**src/rtl/weight_buf_ctrl.sv**
```systemverilog
// weight_buf_ctrl: sequencer and sole port owner of the 128-bit weight buffer SRAM.
//   Idle : forwards single-word fill writes (wr_*) straight onto the buffer pins.
//   Burst: on start, reads len consecutive words from base_addr (address wraps at
//          2^AW) and presents them on w_valid/w_data/w_row, one word per cycle.
// Ports:
//   CLK, RSTN                   clock, asynchronous active-low reset
//   start, base_addr, len       burst request (sampled only while idle)
//   busy, done                  burst in progress / one-cycle completion pulse
//   wr_valid/ready/addr/data    fill-write port (ready only while idle)
//   w_valid, w_data, w_row      weight stream to the systolic-array loader
//   buf_CEN/WEN/A/D/RETN, buf_Q buffer SRAM pins (active-low enables, registered Q)
module weight_buf_ctrl #(
  parameter int AW = 13,
  parameter int DW = 128,
  parameter int CW = 8
) (
  input  logic          CLK,
  input  logic          RSTN,
  input  logic          start,
  input  logic [AW-1:0] base_addr,
  input  logic [CW-1:0] len,
  output logic          busy,
  output logic          done,
  input  logic          wr_valid,
  output logic          wr_ready,
  input  logic [AW-1:0] wr_addr,
  input  logic [DW-1:0] wr_data,
  output logic          w_valid,
  output logic [DW-1:0] w_data,
  output logic [CW-1:0] w_row,
  output logic          buf_CEN,
  output logic          buf_WEN,
  output logic [AW-1:0] buf_A,
  output logic [DW-1:0] buf_D,
  output logic          buf_RETN,
  input  logic [DW-1:0] buf_Q
);

  typedef enum logic [1:0] {IDLE, READ, DRAIN, DONE} state_t;

  state_t        state;
  logic [AW-1:0] base_q;
  logic [CW-1:0] len_q;
  logic [CW-1:0] issue_cnt;
  logic          rd_pend;
  logic          retn_q;
  logic          last_issue;

  assign last_issue = (issue_cnt == len_q - 1'b1);

  always_ff @(posedge CLK or negedge RSTN) begin
    if (!RSTN) begin
      state     <= IDLE;
      base_q    <= '0;
      len_q     <= '0;
      issue_cnt <= '0;
      rd_pend   <= 1'b0;
      w_row     <= '0;
      retn_q    <= 1'b0;
    end else begin
      retn_q  <= 1'b1;
      // Buffer Q is registered, so data for a read issued now is valid next cycle.
      rd_pend <= (state == READ);
      if (rd_pend) w_row <= w_row + 1'b1;
      unique case (state)
        IDLE: begin
          if (start) begin
            base_q    <= base_addr;
            len_q     <= len;
            issue_cnt <= '0;
            w_row     <= '0;
            state     <= (len == '0) ? DONE : READ;
          end
        end
        READ: begin
          issue_cnt <= issue_cnt + 1'b1;
          if (last_issue) state <= DRAIN;
        end
        DRAIN: state <= DONE;
        DONE:  state <= IDLE;
        default: state <= IDLE;
      endcase
    end
  end

  always_comb begin
    busy     = (state != IDLE);
    done     = (state == DONE);
    w_valid  = rd_pend;
    w_data   = buf_Q;
    buf_RETN = retn_q;
    wr_ready = 1'b0;
    buf_CEN  = 1'b1;
    buf_WEN  = 1'b1;
    buf_A    = '0;
    buf_D    = '0;
    unique case (state)
      IDLE: begin
        // Fill writes pass straight through; held off until retention is up.
        wr_ready = retn_q;
        buf_WEN  = ~(wr_valid & retn_q);
        buf_A    = wr_addr;
        buf_D    = wr_data;
      end
      READ: begin
        buf_CEN = ~retn_q;
        // Truncation to AW bits gives the wrap past the top of the buffer.
        buf_A   = base_q + AW'(issue_cnt);
      end
      default: ;
    endcase
  end

endmodule

```
**config.mk**
```make
export PLATFORM = sky130hd
export DESIGN_NAME = weight_buf_ctrl
export DESIGN_NICKNAME = d
export VERILOG_FILES = /design/src/rtl/weight_buf_ctrl.sv
export SDC_FILE = /design/constraint.sdc
export NUM_CORES = 1
export LEC_CHECK = 0
export BUFFER_PORTS_ARGS = -buffer_cell sky130_fd_sc_hd__buf_2
export CAP_MARGIN = 5
export CORE_AREA = 4 4 220 222
export CTS_CLUSTER_DIAMETER = 60
export DETAILED_ROUTE_END_ITERATION = 10
export DIE_AREA = 0 0 224 226
export PLACE_DENSITY_LB_ADDON = 0.12
export SLEW_MARGIN = 0
export SYNTH_ARGS = -nofsm -noshare
export SYNTH_HDL_FRONTEND = slang
export SYNTH_SLANG_ARGS = --single-unit
```
**constraint.sdc**
```tcl
create_clock -name CLK -period 2.2 [get_ports CLK]
set_clock_uncertainty 0.2 [all_clocks]
set_input_delay 0.11 -clock CLK [delete_from_list [all_inputs] [get_ports CLK]]
set_output_delay 0.11 -clock CLK [all_outputs]
set_load 0.005 [all_outputs]
```
==> results of run 1 <==
[power breakdown]
| part | switching, W | leakage [nW] | internal, W | total [W] |
|---|---|---|---|---|
| Combinational | 0.00238 | 2.89 | 0.00223 | 0.00462 |
| Sequential | 0.000271 | 0.527 | 0.00103 | 0.00130 |
| Clock | 0.000342 | 0.0706 | 0.000418 | 0.000760 |
[cells by family after synthesis]
family / Yosys count / share of synthesized area, %
DFF: 41 / 22.9
buffers and inverters: 169 / 24.9
and+or+nand+nor: 276 / 32.8
other: 1 / 0.0838
AOI/OAI and AO/OA: 68 / 10.2
adders and majority gates: 16 / 4.64
xor gates and xnor gates: 19 / 3.72
muxes: 3 / 0.699
[state kept, by name, summed over array words and instances (netlist names)]
register	count
base_q	13
buf_RETN	1
issue_cnt	8
len_q	8
state	2
w_row	8
w_valid	1
[what timing repair did]
action                                 in CTS  in global routing
buffers inserted                            6                  3
pin swaps                                   9                  6
resized for setup                          22                 20
gates cloned                                1                  0
setup endpoints to repair                  78                 56
endpoints found under the hold margin      41                  0
hold buffers                               22                  0
[path summary, 6_finish.rpt]
path                                   end  slack (ns)  cells past startpoint
worst max-delay path              buf_A[6]       -0.68                     11
worst min-delay path            w_data[10]        0.02                      0
worst max register to register    state[1]        0.14                      8
worst min register to register   base_q[5]        0.28                      2
max in group asynchronous         state[1]        1.04                      3
min in group asynchronous        base_q[0]        0.18                      2
[layout by cell type, fill, tap and decap left out, drive strengths merged, types with 3 or more instances in the layout]
| master | count |
|---|---|
| a21oi | 9 |
| o21ai | 27 |
| dfrtp | 41 |
| inv | 14 |
| o211ai | 3 |
| o21a | 4 |
| and2 | 130 |
| a31oi | 4 |
| ha | 15 |
| xor2 | 7 |
| xnor2 | 12 |
| nor2 | 21 |
| or3 | 6 |
| nor2b | 4 |
| nand3 | 8 |
| nand4 | 8 |
| buf | 375 |
| dlygate4sd3 | 22 |
| nand2 | 81 |
| nor3 | 10 |
| a32o | 5 |
| diode | 3 |
| clkbuf | 6 |
[synth_stat cells, types with 5 or more instances]
cell type / count / share of area (%)
nand2_1: 81 / 6.8
nor3_1: 8 / 0.90
xor2_1: 7 / 1.4
a32o_1: 5 / 1.1
nor2_1: 21 / 1.8
or3_1: 6 / 0.84
dfrtp_1: 41 / 23
nand4_1: 8 / 1.1
o21ai_0: 24 / 2.7
clkbuf_1: 26 / 2.2
xnor2_1: 12 / 2.3
nand3_1: 8 / 0.90
inv_1: 14 / 1.2
a21oi_1: 8 / 0.90
buf_4: 128 / 21
ha_1: 15 / 4.2
and2_1: 130 / 18
[metal layers]
metal | vias to the layer above | wire (um)
met2 | 237 | 11400
met5 | - | 99
met4 | 14 | 694
met3 | 59 | 2310
li1 | 2288 | -
met1 | 2097 | 11300
[critical path: stages (launching register included)]
cell     delay [ns]
dfrtp_1        0.39
ha_2           0.20
inv_2          0.05
fa_2           0.20
nor2b_2        0.05
o21a_1         0.19
buf_4          0.14
o21a_1         0.17
o21a_1         0.18
or3_1          0.31
a32o_1         0.25
buf_2          0.12
[metrics by stage]
| step | area (um^2) | util, % | setup TNS (ns) |
|---|---|---|---|
| after floorplan | 4480 | - | -0.167 |
| after global placement | 6180 | 13.3 | -2.23 |
| after detailed placement | 6180 | 13.3 | -2.37 |
| after CTS | 6720 | 14.5 | -4.33 |
| after global routing | 6800 | 14.7 | -5.22 |
| final | 6800 | 14.7 | -4.07 |
[final cells by class]
cell class	instances	share of cell area (%)
clock inverter	2	0.147
timing repair buffer	397	34.4
multi-input combinational	383	36.4
inverter	14	0.773
tap	607	11.2
antenna	3	0.110
clock buffer	6	1.90
sequential	41	15.1
==> run_results.csv, run 1 <==
group,metric,value,unit
sta,slew_viol_final,0,
global_routing,met1_usage,12.4,%
clocking,numCtsBuffers,5,
sta,whs,0.0200,ns
worst_setup_path,arrival,2.57,ns
logic_synthesis,synth_fp_nets,903,
sta,rsz0062_at_grt,"true",
logic_synthesis,yosys_most_used_dff,"dfrtp_1",
global_routing,grt_max_degree,34,
worst_setup_path,path_class,"reg -> out",
run_status,status,"complete, but fails checks",
drt,drtIter0Drc,150,
run_status,violations,"setup timing",
drt,ant_nets,0,
sta,min_period_over_period,131,%
placed_design,dpl.cell_count,1411,
placed_design,routabilityCongestion,0.725,
sta,worstMarginPinSlew,0.666,ns
power,ir_worst_vdd,0.000353,V
drt,wl,25800,um
clocking,clk_path_buf_depth,2,
drt,via_count,4695,
drt,route.detailed.drc,0,
global_routing,grtUsageTotal,9.56,%
global_routing,gr-max-usage-layer,"met2",
sta,hold_viol,0,
global_routing,use_met2,14.6,%
global_routing,antenna_found_initial,17,
sta,clock.fmax,347,MHz
sta,period_needed,2.88,ns
logic_synthesis,syn_area,4470,um^2
logic_synthesis,ys_ff_latch,41,
global_routing,grt_pass1_wl,35300,um
power,power,0.00668,W
logic_synthesis,synth_edf_count,0,
floorplan,start_util,9.65,%
worst_setup_path,cp-end-kind,"output port",
worst_hold_path,hold_path_class,"in -> out",
worst_setup_path,crit_fanout,2,
clocking,clock_latency,0.30,ns
sta,worst_slack,-0.679,ns
clocking,cts_tree,"yes",
worst_setup_path,cp-start-kind,"flop",
logic_synthesis,syn_inst,593,
floorplan,die-area,50600,um^2
floorplan,fp.dieW,224,um
logic_synthesis,syn_area_per_cell,7.54,um^2
clocking,cts-root-buf,"clkbuf_16",
drt,wl_per_cell,17.8,um
drt,drt_first_pass_iters,4,
run,max-cap-violations,0,
layout,area_growth,52.0,%
floorplan,core_area,46400,um^2
sta,slew_headroom,55.6,%
floorplan,dieHeight,226,um
worst_setup_path,cp.required,1.89,ns
layout,fillCellCount,5406,
layout,layout-drive-gt1-share,49.2,%
layout,nNetsFinal,1152,
clocking,h-tree-depth,2,
worst_setup_path,crit_start,"base_q[0]",
layout,seqCellArea,1030,um^2
worst_setup_path,reg2reg_from,"len_q[1]",
placed_design,io_buffers,321,
power,power_leakage,3.49,nW
logic_synthesis,yosysSeqAreaShare,22.9,%
worst_hold_path,holdCritStartpoint,"buf_Q[10]",
layout,multiInputGateArea,2480,um^2
placed_design,post-place-ws,-0.547,ns
clocking,cts_sinks,41,
global_routing,grt_pass1_vias,4920,
clocking,cts.clk_slew.worst_paths,0.06,ns
placed_design,post-dp-hpwl,21700,um
drt,routed_via_density,3.23,
logic_synthesis,async_flop_share,100,%
logic_synthesis,yosysUniqueCellTypes,48,
global_routing,grt.overflow.total,0,
power,power_density,983,nW/um^2
floorplan,row_count,79,
layout,final_cells,1453,
global_routing,use_met3,3.96,%
logic_synthesis,ys_warn_count,0,
floorplan,ioPinCount,578,
sta,setup_viol,9,
Power figures use the tool's default switching activity.
==> run 2, diff against run 1 <==
--- a/config.mk
+++ b/config.mk
@@ -7,10 +7,10 @@
 export LEC_CHECK = 0
 export BUFFER_PORTS_ARGS = -buffer_cell sky130_fd_sc_hd__buf_2
 export CAP_MARGIN = 5
-export CORE_AREA = 4 4 220 222
+export CORE_AREA = 10 10 219 221
 export CTS_CLUSTER_DIAMETER = 60
 export DETAILED_ROUTE_END_ITERATION = 10
-export DIE_AREA = 0 0 224 226
+export DIE_AREA = 0 0 229 231
 export PLACE_DENSITY_LB_ADDON = 0.12
 export SLEW_MARGIN = 0
 export SYNTH_ARGS = -nofsm -noshare
==> run 2 against run 1 <==
Effect of this change:
- the run still ends with setup timing left
- die area up 4.5%
- cell count decreased by 1.2%
- global-route usage down 0.67 points
- critical path type unchanged
- largest power group unchanged
==> run_results.csv, run 2 (synthesis gave the netlist of run 1 again) <==
group,metric,value,unit
power,internal_power,0.00377,W
worst_setup_path,cp-start-kind,"flop",
global_routing,antenna_found_initial,4,
power,ir_worst_vdd,0.000368,V
power,power_density,989,nW/um^2
floorplan,fp.dieW,229,um
clocking,numCtsBuffers,5,
sta,hold_viol,0,
clocking,cts_sinks,41,
worst_setup_path,cp.required,1.89,ns
run_status,status,"complete, but fails checks",
sta,setup_viol,9,
layout,layout-drive-gt1-share,48.9,%
layout,final_cell_mix,"buf_2 (321), and2_1 (127), nand2_1 (80)",
floorplan,ioPinCount,578,
drt,ant_nets,0,
clocking,cts-root-buf,"clkbuf_16",
placed_design,dpl.cell_count,1398,
drt,route.detailed.drc,0,
worst_setup_path,r2r_slack,0.17,ns
worst_setup_path,cp-end-kind,"output port",
sta,worst_slack,-0.652,ns
floorplan,die-area,52900,um^2
sta,worstMarginPinSlew,0.662,ns
layout,regMostFlops,"base_q",
placed_design,routabilityCongestion,0.737,
worst_setup_path,path_class,"reg -> out",
global_routing,grt_pass1_vias,4947,
drt,via_count,4664,
power,share_comb_of_total_power,67.1,%
placed_design,post-place-ws,-0.478,ns
layout,area_growth,51.4,%
global_routing,grt_pass1_wl,35400,um
worst_setup_path,critPathMostFrequentCell,"o21a_1",
clocking,clock_latency,0.29,ns
placed_design,io_buffers,321,
global_routing,grtUsageTotal,8.89,%
worst_setup_path,crit_path_cell_trace,"ha_2 -> inv_2 -> fa_2 -> nor2b_2 -> o21a_1 -> buf_6 -> o21a_1 -> o21a_1 -> or3_1 -> a32o_1 -> buf_2",
drt,drtIter0Drc,179,
power,p_switching,0.00292,W
global_routing,grt_max_degree,44,
drt,wl,25300,um
sta,slew_viol_final,0,
floorplan,core_area,43700,um^2
placed_design,place_area,6170,um^2
power,sw_frac_of_total,43.6,%
drt,drt_first_pass_iters,4,
layout,final_common_cell,"buf_2",
worst_setup_path,cp_slowest_cell,"dfrtp_1",
floorplan,start_util,10.2,%
clocking,cts.clk_slew.worst_paths,0.06,ns
sta,min_period_over_period,130,%
power,power,0.00669,W
sta,rsz0062_at_grt,"true",
clocking,cts_tree,"yes",
worst_hold_path,hold_path_class,"in -> out",
drt,routed_via_density,3.25,
clocking,h-tree-depth,2,
layout,largest_reg_flops,13,
global_routing,grt.overflow.total,0,
worst_setup_path,crit_fanout,2,
run_status,violations,"setup timing",
floorplan,dieHeight,231,um
worst_setup_path,arrival,2.54,ns
layout,final_area,6770,um^2
layout,nNetsFinal,1152,
sta,tns,-4.62,ns
sta,slew_headroom,55.8,%
floorplan,row_count,77,
drt,wl_per_cell,17.6,um
layout,final_cells,1436,
layout,fillCellCount,5107,
power,p_clk_share,13.5,%
run,max-cap-violations,0,
placed_design,post-dp-hpwl,21200,um
worst_setup_path,slowest_delay,0.38,ns
power,p_seq_share,19.4,%
sta,period_needed,2.85,ns
sta,clock.fmax,351,MHz
clocking,clk_path_buf_depth,2,
power,power_leakage,3.49,nW
## run 2: cell count changes in the layout (fill, tap and decap cells not counted), sizes merged
cell / previous run / this run
diode: 3 / 1
bufinv: 0 / 1
clkbuf: 6 / 7
clkinv: 2 / 0
## run 2: power groups by stage
stage	Sequential, W	Clock, W	Combinational, W
2_1_floorplan	0.00127	0	0.00227
3_3_place_gp	0.00131	0	0.00434
3_5_place_dp	0.00131	0	0.00430
4_1_cts	0.00131	0.000952	0.00461
5_1_grt	0.00135	0.000988	0.00504
6_report	0.00130	0.000902	0.00449
## run 2: final timing paths
path / start / to / cells past startpoint
max: issue_cnt[0] / buf_A[6] / 11
min: buf_Q[104] / w_data[104] / 0
max reg2reg: len_q[1] / state[1] / 8
min reg2reg: base_q[4] / base_q[4] / 2
max in group asynchronous: RSTN / base_q[4] / 3
min in group asynchronous: RSTN / state[0] / 2
## run 2: worst max-delay path: cells and delay by family, from the launching register on
family                   cells  cell delay (ns)
AND/OR/NAND/NOR              2             0.36
adder cells (fa/ha/maj)      2             0.41
buffers and inverters        3             0.30
flip-flops                   1             0.38
AO/OA/AOI/OAI                4             0.80
## run 2: area by class of cell
| type | count | area [um^2] | share of cell area (%) |
|---|---|---|---|
| sequential | 41 | 1030 | 15.2 |
| clock buffer | 7 | 143 | 2.11 |
| multi-input combinational | 383 | 2460 | 36.3 |
| antenna | 1 | 2.50 | 0.0370 |
| tap | 592 | 741 | 10.9 |
| inverter | 14 | 52.6 | 0.776 |
| clock inverter | 1 | 30.0 | 0.443 |
| timing repair buffer | 397 | 2320 | 34.2 |
## run 2: metal layers
| metal | vias up | global-route usage, % | wire length (um) |
|---|---|---|---|
| met5 | - | 0 | 23 |
| met4 | 4 | 1.92 | 369 |
| met3 | 40 | 3.56 | 2290 |
| met2 | 243 | 13.7 | 11200 |
| met1 | 2086 | 11.4 | 11300 |
| li1 | 2291 | - | - |
## run 2: what timing repair did
item | CTS | global route
endpoints found under the hold margin | 42 | 0
gates resized for setup | 20 | 15
gates cloned | 1 | 0
setup buffers | 6 | 1
hold buffers | 22 | 0
endpoints found under the setup margin | 113 | 42
pin swaps | 13 | 12
## run 2: metrics by stage
stage                     utilization, %  hold slack, ns
after global placement              14.1          0.0150
final                               15.5          0.0200
after detailed placement            14.1         0.00729
after CTS                           15.4          0.0200
after floorplan                        -          -0.386
after global routing                15.5          0.0200
